--- config.mk ---
export PLATFORM = sky130hd
export DESIGN_NAME = uart_rx_fifo_flat
export DESIGN_NICKNAME = d
export VERILOG_FILES = /design/src/rtl/uart_rx_fifo_if.sv /design/src/rtl/uart_rx_fifo.sv /design/src/flat_wrapper.sv
export SDC_FILE = /design/constraint.sdc
export NUM_CORES = 1
export LEC_CHECK = 0
export ABC_AREA = 1
export CAP_MARGIN = 0
export CORE_MARGIN = 2
export CORE_UTILIZATION = 40
export DETAILED_ROUTE_END_ITERATION = 7
export PLACE_DENSITY = 0.58
export SYNTH_ARGS = -nofsm -noshare
export SYNTH_HDL_FRONTEND = slang
export SYNTH_SLANG_ARGS = --single-unit
--- constraint.sdc ---
create_clock -name rx_clk -period 5.35 [get_ports rx_clk]
set_clock_uncertainty 0.1 [all_clocks]
set_input_delay 1.07 -clock rx_clk [delete_from_list [all_inputs] [get_ports rx_clk]]
set_output_delay 1.07 -clock rx_clk [all_outputs]
set_load 0.05 [all_outputs]
--- src/rtl/uart_rx_fifo_if.sv ---
// Signal bundle between uart_rx_fifo and its neighbours.
// The producer/consumer side drives the master modport, and the buffer takes the slave modport.
interface uart_rx_fifo_if #(
  parameter int DATA_W = 8,
  parameter int DEPTH  = 16
);
  localparam int LW = $clog2(DEPTH) + 1;

  logic [DATA_W-1:0] wr_data;
  logic              wr_valid;
  logic              flush;
  logic              clr_ovf;
  logic [DATA_W-1:0] m_data;
  logic              m_valid;
  logic              m_ready;
  logic [LW-1:0]     level;
  logic              empty;
  logic              full;
  logic              almost_full;
  logic              overflow;

  modport master (
    output wr_data, wr_valid, flush, clr_ovf, m_ready,
    input  m_data, m_valid, level, empty, full, almost_full, overflow
  );

  modport slave (
    input  wr_data, wr_valid, flush, clr_ovf, m_ready,
    output m_data, m_valid, level, empty, full, almost_full, overflow
  );
endinterface

--- src/rtl/uart_rx_fifo.sv ---
// Receive-side byte buffer behind uart_rx: it writes on the rising edge of valid and reads out first-word-fall-through.
// Status is taken from the pointers, so no input reaches an output without passing through a register.
module uart_rx_fifo #(
  parameter int DATA_W       = 8,
  parameter int DEPTH        = 16,
  parameter int AFULL_THRESH = 12
) (
  input  logic           rx_clk,
  input  logic           rx_rst_n,
  uart_rx_fifo_if.slave  bus
);
  localparam int AW = $clog2(DEPTH);
  localparam int PW = AW + 1;
  localparam logic [PW-1:0] PTR_ONE   = PW'(1);
  localparam logic [PW-1:0] AFULL_LVL = PW'(AFULL_THRESH);

  logic [DATA_W-1:0] mem [DEPTH];

  logic [PW-1:0] wrPtr_q, wrPtr_d;
  logic [PW-1:0] rdPtr_q, rdPtr_d;
  logic          wrValid_q;
  logic          ovf_q, ovf_d;

  logic          push;
  logic          pop;
  logic          accept;
  logic          dropped;
  logic          isEmpty;
  logic          isFull;
  logic [PW-1:0] levelNow;

  assign isEmpty  = (wrPtr_q == rdPtr_q);
  assign isFull   = (wrPtr_q[AW] != rdPtr_q[AW]) &&
                    (wrPtr_q[AW-1:0] == rdPtr_q[AW-1:0]);
  assign levelNow = wrPtr_q - rdPtr_q;

  // A valid signal held high produces only one capture, so only the 0->1 transition counts.
  assign push    = bus.wr_valid & ~wrValid_q;
  assign pop     = ~isEmpty & bus.m_ready;
  assign accept  = push & (~isFull | pop) & ~bus.flush;
  assign dropped = push & isFull & ~pop & ~bus.flush;

  always_comb begin
    wrPtr_d = wrPtr_q;
    rdPtr_d = rdPtr_q;
    ovf_d   = ovf_q;
    if (bus.flush) begin
      wrPtr_d = '0;
      rdPtr_d = '0;
    end else begin
      if (accept) wrPtr_d = wrPtr_q + PTR_ONE;
      if (pop)    rdPtr_d = rdPtr_q + PTR_ONE;
    end
    if (dropped)          ovf_d = 1'b1;
    else if (bus.clr_ovf) ovf_d = 1'b0;
  end

  always_ff @(posedge rx_clk or negedge rx_rst_n) begin
    if (!rx_rst_n) begin
      wrPtr_q   <= '0;
      rdPtr_q   <= '0;
      wrValid_q <= 1'b1;
      ovf_q     <= 1'b0;
    end else begin
      wrPtr_q   <= wrPtr_d;
      rdPtr_q   <= rdPtr_d;
      wrValid_q <= bus.wr_valid;
      ovf_q     <= ovf_d;
    end
  end

  // When the buffer is full, a push that comes with a pop reuses the slot that the pop is leaving.
  always_ff @(posedge rx_clk) begin
    if (accept) mem[wrPtr_q[AW-1:0]] <= bus.wr_data;
  end

  assign bus.m_valid     = ~isEmpty;
  assign bus.m_data      = isEmpty ? '0 : mem[rdPtr_q[AW-1:0]];
  assign bus.level       = levelNow;
  assign bus.empty       = isEmpty;
  assign bus.full        = isFull;
  assign bus.almost_full = (levelNow >= AFULL_LVL);
  assign bus.overflow    = ovf_q;
endmodule

--- src/flat_wrapper.sv ---
// flat-port wrapper written by rule: the top's interface ports become plain ports
module uart_rx_fifo_flat 
#(
  parameter int DATA_W       = 8,
  parameter int DEPTH        = 16,
  parameter int AFULL_THRESH = 12
)
  (rx_clk, rx_rst_n, bus_wr_data, bus_wr_valid, bus_flush, bus_clr_ovf, bus_m_ready, bus_m_data, bus_m_valid, bus_level, bus_empty, bus_full, bus_almost_full, bus_overflow);
  uart_rx_fifo_if #(.DATA_W(DATA_W), .DEPTH(DEPTH)) bus_i ();
  input  logic rx_clk;
  input  logic rx_rst_n;
  input wire logic [$bits(bus_i.wr_data)-1:0] bus_wr_data;
  input wire logic [$bits(bus_i.wr_valid)-1:0] bus_wr_valid;
  input wire logic [$bits(bus_i.flush)-1:0] bus_flush;
  input wire logic [$bits(bus_i.clr_ovf)-1:0] bus_clr_ovf;
  input wire logic [$bits(bus_i.m_ready)-1:0] bus_m_ready;
  output wire logic [$bits(bus_i.m_data)-1:0] bus_m_data;
  output wire logic [$bits(bus_i.m_valid)-1:0] bus_m_valid;
  output wire logic [$bits(bus_i.level)-1:0] bus_level;
  output wire logic [$bits(bus_i.empty)-1:0] bus_empty;
  output wire logic [$bits(bus_i.full)-1:0] bus_full;
  output wire logic [$bits(bus_i.almost_full)-1:0] bus_almost_full;
  output wire logic [$bits(bus_i.overflow)-1:0] bus_overflow;
  assign bus_i.wr_data = bus_wr_data;
  assign bus_i.wr_valid = bus_wr_valid;
  assign bus_i.flush = bus_flush;
  assign bus_i.clr_ovf = bus_clr_ovf;
  assign bus_i.m_ready = bus_m_ready;
  assign bus_m_data = bus_i.m_data;
  assign bus_m_valid = bus_i.m_valid;
  assign bus_level = bus_i.level;
  assign bus_empty = bus_i.empty;
  assign bus_full = bus_i.full;
  assign bus_almost_full = bus_i.almost_full;
  assign bus_overflow = bus_i.overflow;
  uart_rx_fifo #(.DATA_W(DATA_W), .DEPTH(DEPTH), .AFULL_THRESH(AFULL_THRESH)) u_core (.rx_clk(rx_clk), .rx_rst_n(rx_rst_n), .bus(bus_i));
endmodule
==> results of run 1 <==
[flip-flops by register name (all words and copies together) (netlist names)]
name	flops
u_core.mem	128
u_core.rdPtr_q	5
u_core.wrPtr_q	5
u_core.bus.overflow	1
u_core.wrValid_q	1
[cell families (layout without fill, tap and decap cells)]
group / count (synthesis) / count (layout)
simple gates: 359 / 359
flops: 140 / 140
buf+inv: 140 / 180
compound gates: 17 / 17
fa+ha+maj: 10 / 10
xor+xnor: 9 / 9
[layer usage]
| layer | GRT usage (%) | part of all wire, % | vias to the layer above |
|---|---|---|---|
| li1 | - | - | 2201 |
| met1 | 24.7 | 45 | 2154 |
| met2 | 29.7 | 48 | 110 |
| met3 | 5.67 | 5.9 | 15 |
| met4 | 5.43 | 1.1 | 0 |
| met5 | 0 | 0 | - |
[where the power goes]
group	leakage (uW)	internal [uW]	total, uW	switching, uW
sequential	0.00131	1200	1220	18.1
combinational	0.00168	125	441	316
clock	0.000251	626	1040	412
total	0.00325	1950	2700	745
[stage by stage]
step                hold WS [ps]  worst slack [ps]  instances
global placement             417              1660        899
global route                 519               733        931
floorplan                    451              1380        675
finish                       456               942        931
CTS                          459               992        931
detailed placement           452              1460        899
[worst min-delay path, cell delays in order (launching register included)]
cell,delay (ps)
dfrtp_1,380
inv_1,60
o22ai_1,70
[cell usage in the layout, fill, tap and decap left out, drive strengths merged]
cell type,netlist,final
nand2,250,250
edfxtp,128,128
inv,111,111
nand3,80,80
clkbuf,10,29
nor2,26,26
clkdlybuf4s50,0,17
buf,16,17
dfrtp,11,11
a21oi,10,10
ha,9,9
xor2,8,8
clkinv,3,6
o21ai,5,5
nand4,2,2
xnor2,1,1
a21o,1,1
nor3,1,1
o22ai,1,1
fa,1,1
dfstp,1,1
[final timing paths]
kind	start	end	cells past startpoint
worst max-delay path	u_core.rdPtr_q[2]	bus_m_data[3]	8
worst min-delay path	u_core.bus.overflow	u_core.bus.overflow	2
worst max register to register	u_core.rdPtr_q[2]	u_core.mem[9][4]	11
worst min register to register	u_core.bus.overflow	u_core.bus.overflow	2
max in group asynchronous	rx_rst_n	u_core.rdPtr_q[0]	1
min in group asynchronous	rx_rst_n	u_core.bus.overflow	1
[layout make-up]
cell class / count / area share, %
Tap cell: 216 / 3.61
Clock inverter: 3 / 0.184
Inverter: 114 / 5.75
Timing Repair Buffer: 34 / 4.14
Multi-Input combinational cell: 395 / 24.3
Clock buffer: 29 / 6.68
Sequential cell: 140 / 55.4
==> metrics.cfg, run 1 <==
[synthesis]
synth_edf_count = 128
yosys.area_share.simple_pct = 23.2
ys_async_sr_fraction_pct = 8.57
syn_area_sq_um = 6520
synth_xor_area_share_pct = 1.32
syn-num-nets = 699
syn_inst = 675
muxShareOfSynthArea_pct = 0
synth_seq_cells = 140
netlist.top_cell.by_area = edfxtp_1
synth_fa_ha_area_share_pct = 2.03
synth_top_flop_cell = edfxtp_1
synth_warnings = 0
synth_compound_area_share_pct = 1.36
synth_common_cells = 248 x nand2_1, 128 x edfxtp_1, 109 x inv_1, 80 x nand3_1, 14 x buf_2
ys_top_cells_by_area = edfxtp_1 59%, nand2_1 14%, inv_1 6.3%
syn_avg_cell_area_sq_um = 9.66
synth_top_family_by_area = simple AND/OR/NAND/NOR gates
yosysUniqueCellTypes = 27
ys_seq_area_share_pct = 63.6
yosys.area.top_type_share_pct = 58.9
synth_most_common_cell = nand2_1

[setup_path]
path_class = reg -> out
path_delay_family = simple AND/OR/NAND/NOR gates
start_kind = flop
arrival_ps = 3240
critPathSlowestCell = nor2_1
crit_buf_inv = 3
crit_fanout = 13
required_ps = 4180
path_cells = clkinv_1, ha_1, nand2_1, nor2_2, inv_2, nor2_1, a21oi_1, buf_4
critPathMaxStageDelay_ps = 630
end_kind = output port
reg2reg_slack_ps = 2050

[cts]
htree_levels = 4
post-cts-setup-buffers = 0
cts_root_buf = clkbuf_16
path_clk_slew_ps = 50
clk_latency_ps = 420
cts_resized = 0
cts_hold_repair.buffers = 0
cts.sink_count = 140
cts_buffer_depth = 2
cts_tree = done
numCtsBuffers = 17

[detailed_routing]
drtAntennaViolNets = 0
drc_errors = 0
wl_mm = 15.4
drt-pass1-iter-count = 5
wl_per_cell_microns = 16.5
vias = 4480
drt_iter0_drc = 383
via_per_inst = 4.81

[power]
power_uw = 2700
vdd_drop_max_mv = 0.263
leakage_uw = 0.00325
p_per_area_nw_per_um2 = 360

[final_layout]
drive_gt1_share_pct = 8.39
nets = 726
seqCellArea_sq_um = 4150
area_growth_pct = 14.9
diodes = 0
fin_area_sq_um = 7490
fill_cells = 1531
finish.utilization_pct = 47.2
multi_input_comb_area_sq_um = 1820

[place]
post_dp_cell_area_sq_um = 6980
place_hpwl_mm = 9.85
numPortBuffers = 31
gp_congestion = 0.947

[sta]
worstMarginPinSlew_ps = 1140
slew_violations = 0
slew-limit-headroom_pct = 24.1
rsz0062_at_grt = false
min_period_ps = 4410
max_freq_mhz = 227
tns_ps = 0
hold_viol = 0
period_share_pct = 82.4
setup_viol = 0

[global_routing]
grt_pass1_vias = 4346
grt_max_degree = 67
track_usage_pct = 18.7
grt_pass1_wl_mm = 24.0
grt_overflow_total = 0
antenna_found_initial = 0

[run_status]
status = completed

[worst_hold_path]
hp-class = reg -> reg

[floorplanning]
start_util_pct = 41.1
num_rows = 46
dieArea_sq_um = 17300
io_pins = 32
dieWidth_microns = 132
die_y_microns = 132
coreArea_sq_um = 15900

[run]
max-cap-violations = 0

Power figures use the tool's default switching activity.
==> inputs of run 2 (changes only) <==
--- a/config.mk
+++ b/config.mk
@@ -10,7 +10,7 @@
 export CORE_MARGIN = 2
 export CORE_UTILIZATION = 40
 export DETAILED_ROUTE_END_ITERATION = 7
-export PLACE_DENSITY = 0.58
+export PLACE_DENSITY = 0.6
 export SYNTH_ARGS = -nofsm -noshare
 export SYNTH_HDL_FRONTEND = slang
 export SYNTH_SLANG_ARGS = --single-unit
==> constraint.sdc (replaced) <==
create_clock -name rx_clk -period 4 [get_ports rx_clk]
set_clock_uncertainty 0.1 [all_clocks]
set_input_delay 0.8 -clock rx_clk [delete_from_list [all_inputs] [get_ports rx_clk]]
set_output_delay 0.8 -clock rx_clk [all_outputs]
set_load 0.05 [all_outputs]
==> metrics.cfg, run 2 (synthesized netlist as in run 1, its figures left out) <==
[run_status]
status = completed

[setup_path]
critPathMaxStageDelay_ps = 630
path_cells = clkinv_1, ha_1, nand2_1, nor2_2, inv_2, nor2_1, buf_4, a21oi_1, buf_4
required_ps = 3100
rr_startpoint = u_core.rdPtr_q[2]
crit_fanout = 13
end_kind = output port
reg2reg_depth = 11
reg2reg_slack_ps = 780
r2r_end = u_core.mem[11][4]
critPathSlowestCell = dfrtp_1
arrival_ps = 2790
start_kind = flop
critPathMostFrequentCell = buf_4
path_class = reg -> out

[global_routing]
grt_pass1_vias = 4451
grt_max_degree = 67
grt_pass1_wl_mm = 24.4
track_usage_pct = 18.6
antenna_found_initial = 0
grt_overflow_total = 0

[final_layout]
largest_reg_flops = 128
final_common_cell = nand2_1
multi_input_comb_area_sq_um = 1820
diodes = 0
nets = 729
seqCellArea_sq_um = 4150
layout_common_cells = 248 x nand2_1, 128 x edfxtp_1, 108 x inv_1
fin_area_sq_um = 7700
drive_gt1_share_pct = 9.76
area_growth_pct = 18.0
finish.utilization_pct = 48.4
fill_cells = 1487

[floorplanning]
dieArea_sq_um = 17300
coreArea_sq_um = 15900
io_pins = 32
die_y_microns = 132
dieWidth_microns = 132
num_rows = 46
start_util_pct = 41.1

[worst_hold_path]
hold_end = u_core.bus.overflow
min_path_cells = 2
hp-class = reg -> reg
hp-start = u_core.bus.overflow

[sta]
slew-limit-headroom_pct = 41.1
min_period_ps = 3690
slew_violations = 0
fin_ws_ps = 312
rsz0062_at_grt = false
setup_viol = 0
worstMarginPinSlew_ps = 881
period_share_pct = 92.2
hold_viol = 0
tns_ps = 0
max_freq_mhz = 271

[power]
vdd_drop_max_mv = 0.316
leakage_uw = 0.00333
p_per_area_nw_per_um2 = 513
power_uw = 3950

[cts]
post-cts-setup-buffers = 0
cts_hold_repair.buffers = 0
path_clk_slew_ps = 60
cts_root_buf = clkbuf_16
cts_tree = done
clk_latency_ps = 410
htree_levels = 4
numCtsBuffers = 17
cts_buffer_depth = 2
cts_resized = 0
cts.sink_count = 140

[place]
gp_congestion = 0.920
numPortBuffers = 31
post_dp_cell_area_sq_um = 7070
post-place-ws_ps = 797
place_hpwl_mm = 9.92

[detailed_routing]
drtAntennaViolNets = 0
wl_mm = 15.4
wl_per_cell_microns = 16.5
vias = 4497
drt_iter0_drc = 457
drc_errors = 0
drt-pass1-iter-count = 5
via_per_inst = 4.82

[run]
max-cap-violations = 0

run 2: changes by cell type in the layout (fill, tap and decap cells not counted), sizes merged:
cell / delta
bufinv: +5
clkbuf: -11
clkinv: +4
buf: +5
clkinvlp: +1
clkdlybuf4s50: -2
run 2: worst max-delay path by stage:
stage	startpoint	endpoint	slack [ps]	depth (start not counted)
2_1_floorplan	u_core.rdPtr_q[1]	bus_m_data[0]	300	9
3_3_place_gp	u_core.rdPtr_q[2]	bus_m_data[1]	860	9
3_5_place_dp	u_core.rdPtr_q[2]	u_core.mem[12][0]	800	9
4_1_cts	u_core.rdPtr_q[2]	bus_m_data[3]	330	9
5_1_grt	u_core.rdPtr_q[2]	bus_m_data[3]	110	9
6_report	u_core.rdPtr_q[2]	bus_m_data[3]	310	9
run 2: where the power goes:
part / switching [uW] / internal, uW / total [uW]
Combinational: 460 / 202 / 662
Sequential: 5.42 / 1610 / 1610
Clock: 575 / 1100 / 1670
Total: 1040 / 2910 / 3950
run 2: final cells by class:
class | instances | share of cell area [%]
repair buffers | 37 | 5.23
multi-input cells | 395 | 23.6
clock inverters | 13 | 2.57
flip-flops and latches | 140 | 53.9
clock buffers | 18 | 5.58
inverters | 114 | 5.59
well taps | 216 | 3.51
run 2: through the flow:
| step | instances | hold slack, ps |
|---|---|---|
| 2_1_floorplan | 675 | 404 |
| 3_3_place_gp | 902 | 448 |
| 3_5_place_dp | 902 | 456 |
| 4_1_cts | 933 | 471 |
| 5_1_grt | 933 | 476 |
| 6_report | 933 | 466 |
run 2: routing by layer:
layer / vias to the layer above / track usage, % / wire length [microns]
met4: 0 / 8.39 / 350
met3: 24 / 3.90 / 694
met2: 114 / 29.3 / 7200
met1: 2148 / 24.7 / 7170
met5: - / 0 / 0
li1: 2211 / - / -
run 2: worst max-delay path, delay by kind of cell, from the launching register on:
kind | cells | cell delay (ps)
AND/OR/NAND/NOR | 3 | 320
AO/OA/AOI/OAI | 1 | 70
buffers and inverters | 4 | 860
flip-flops | 1 | 630
adder cells (fa/ha/maj) | 1 | 490
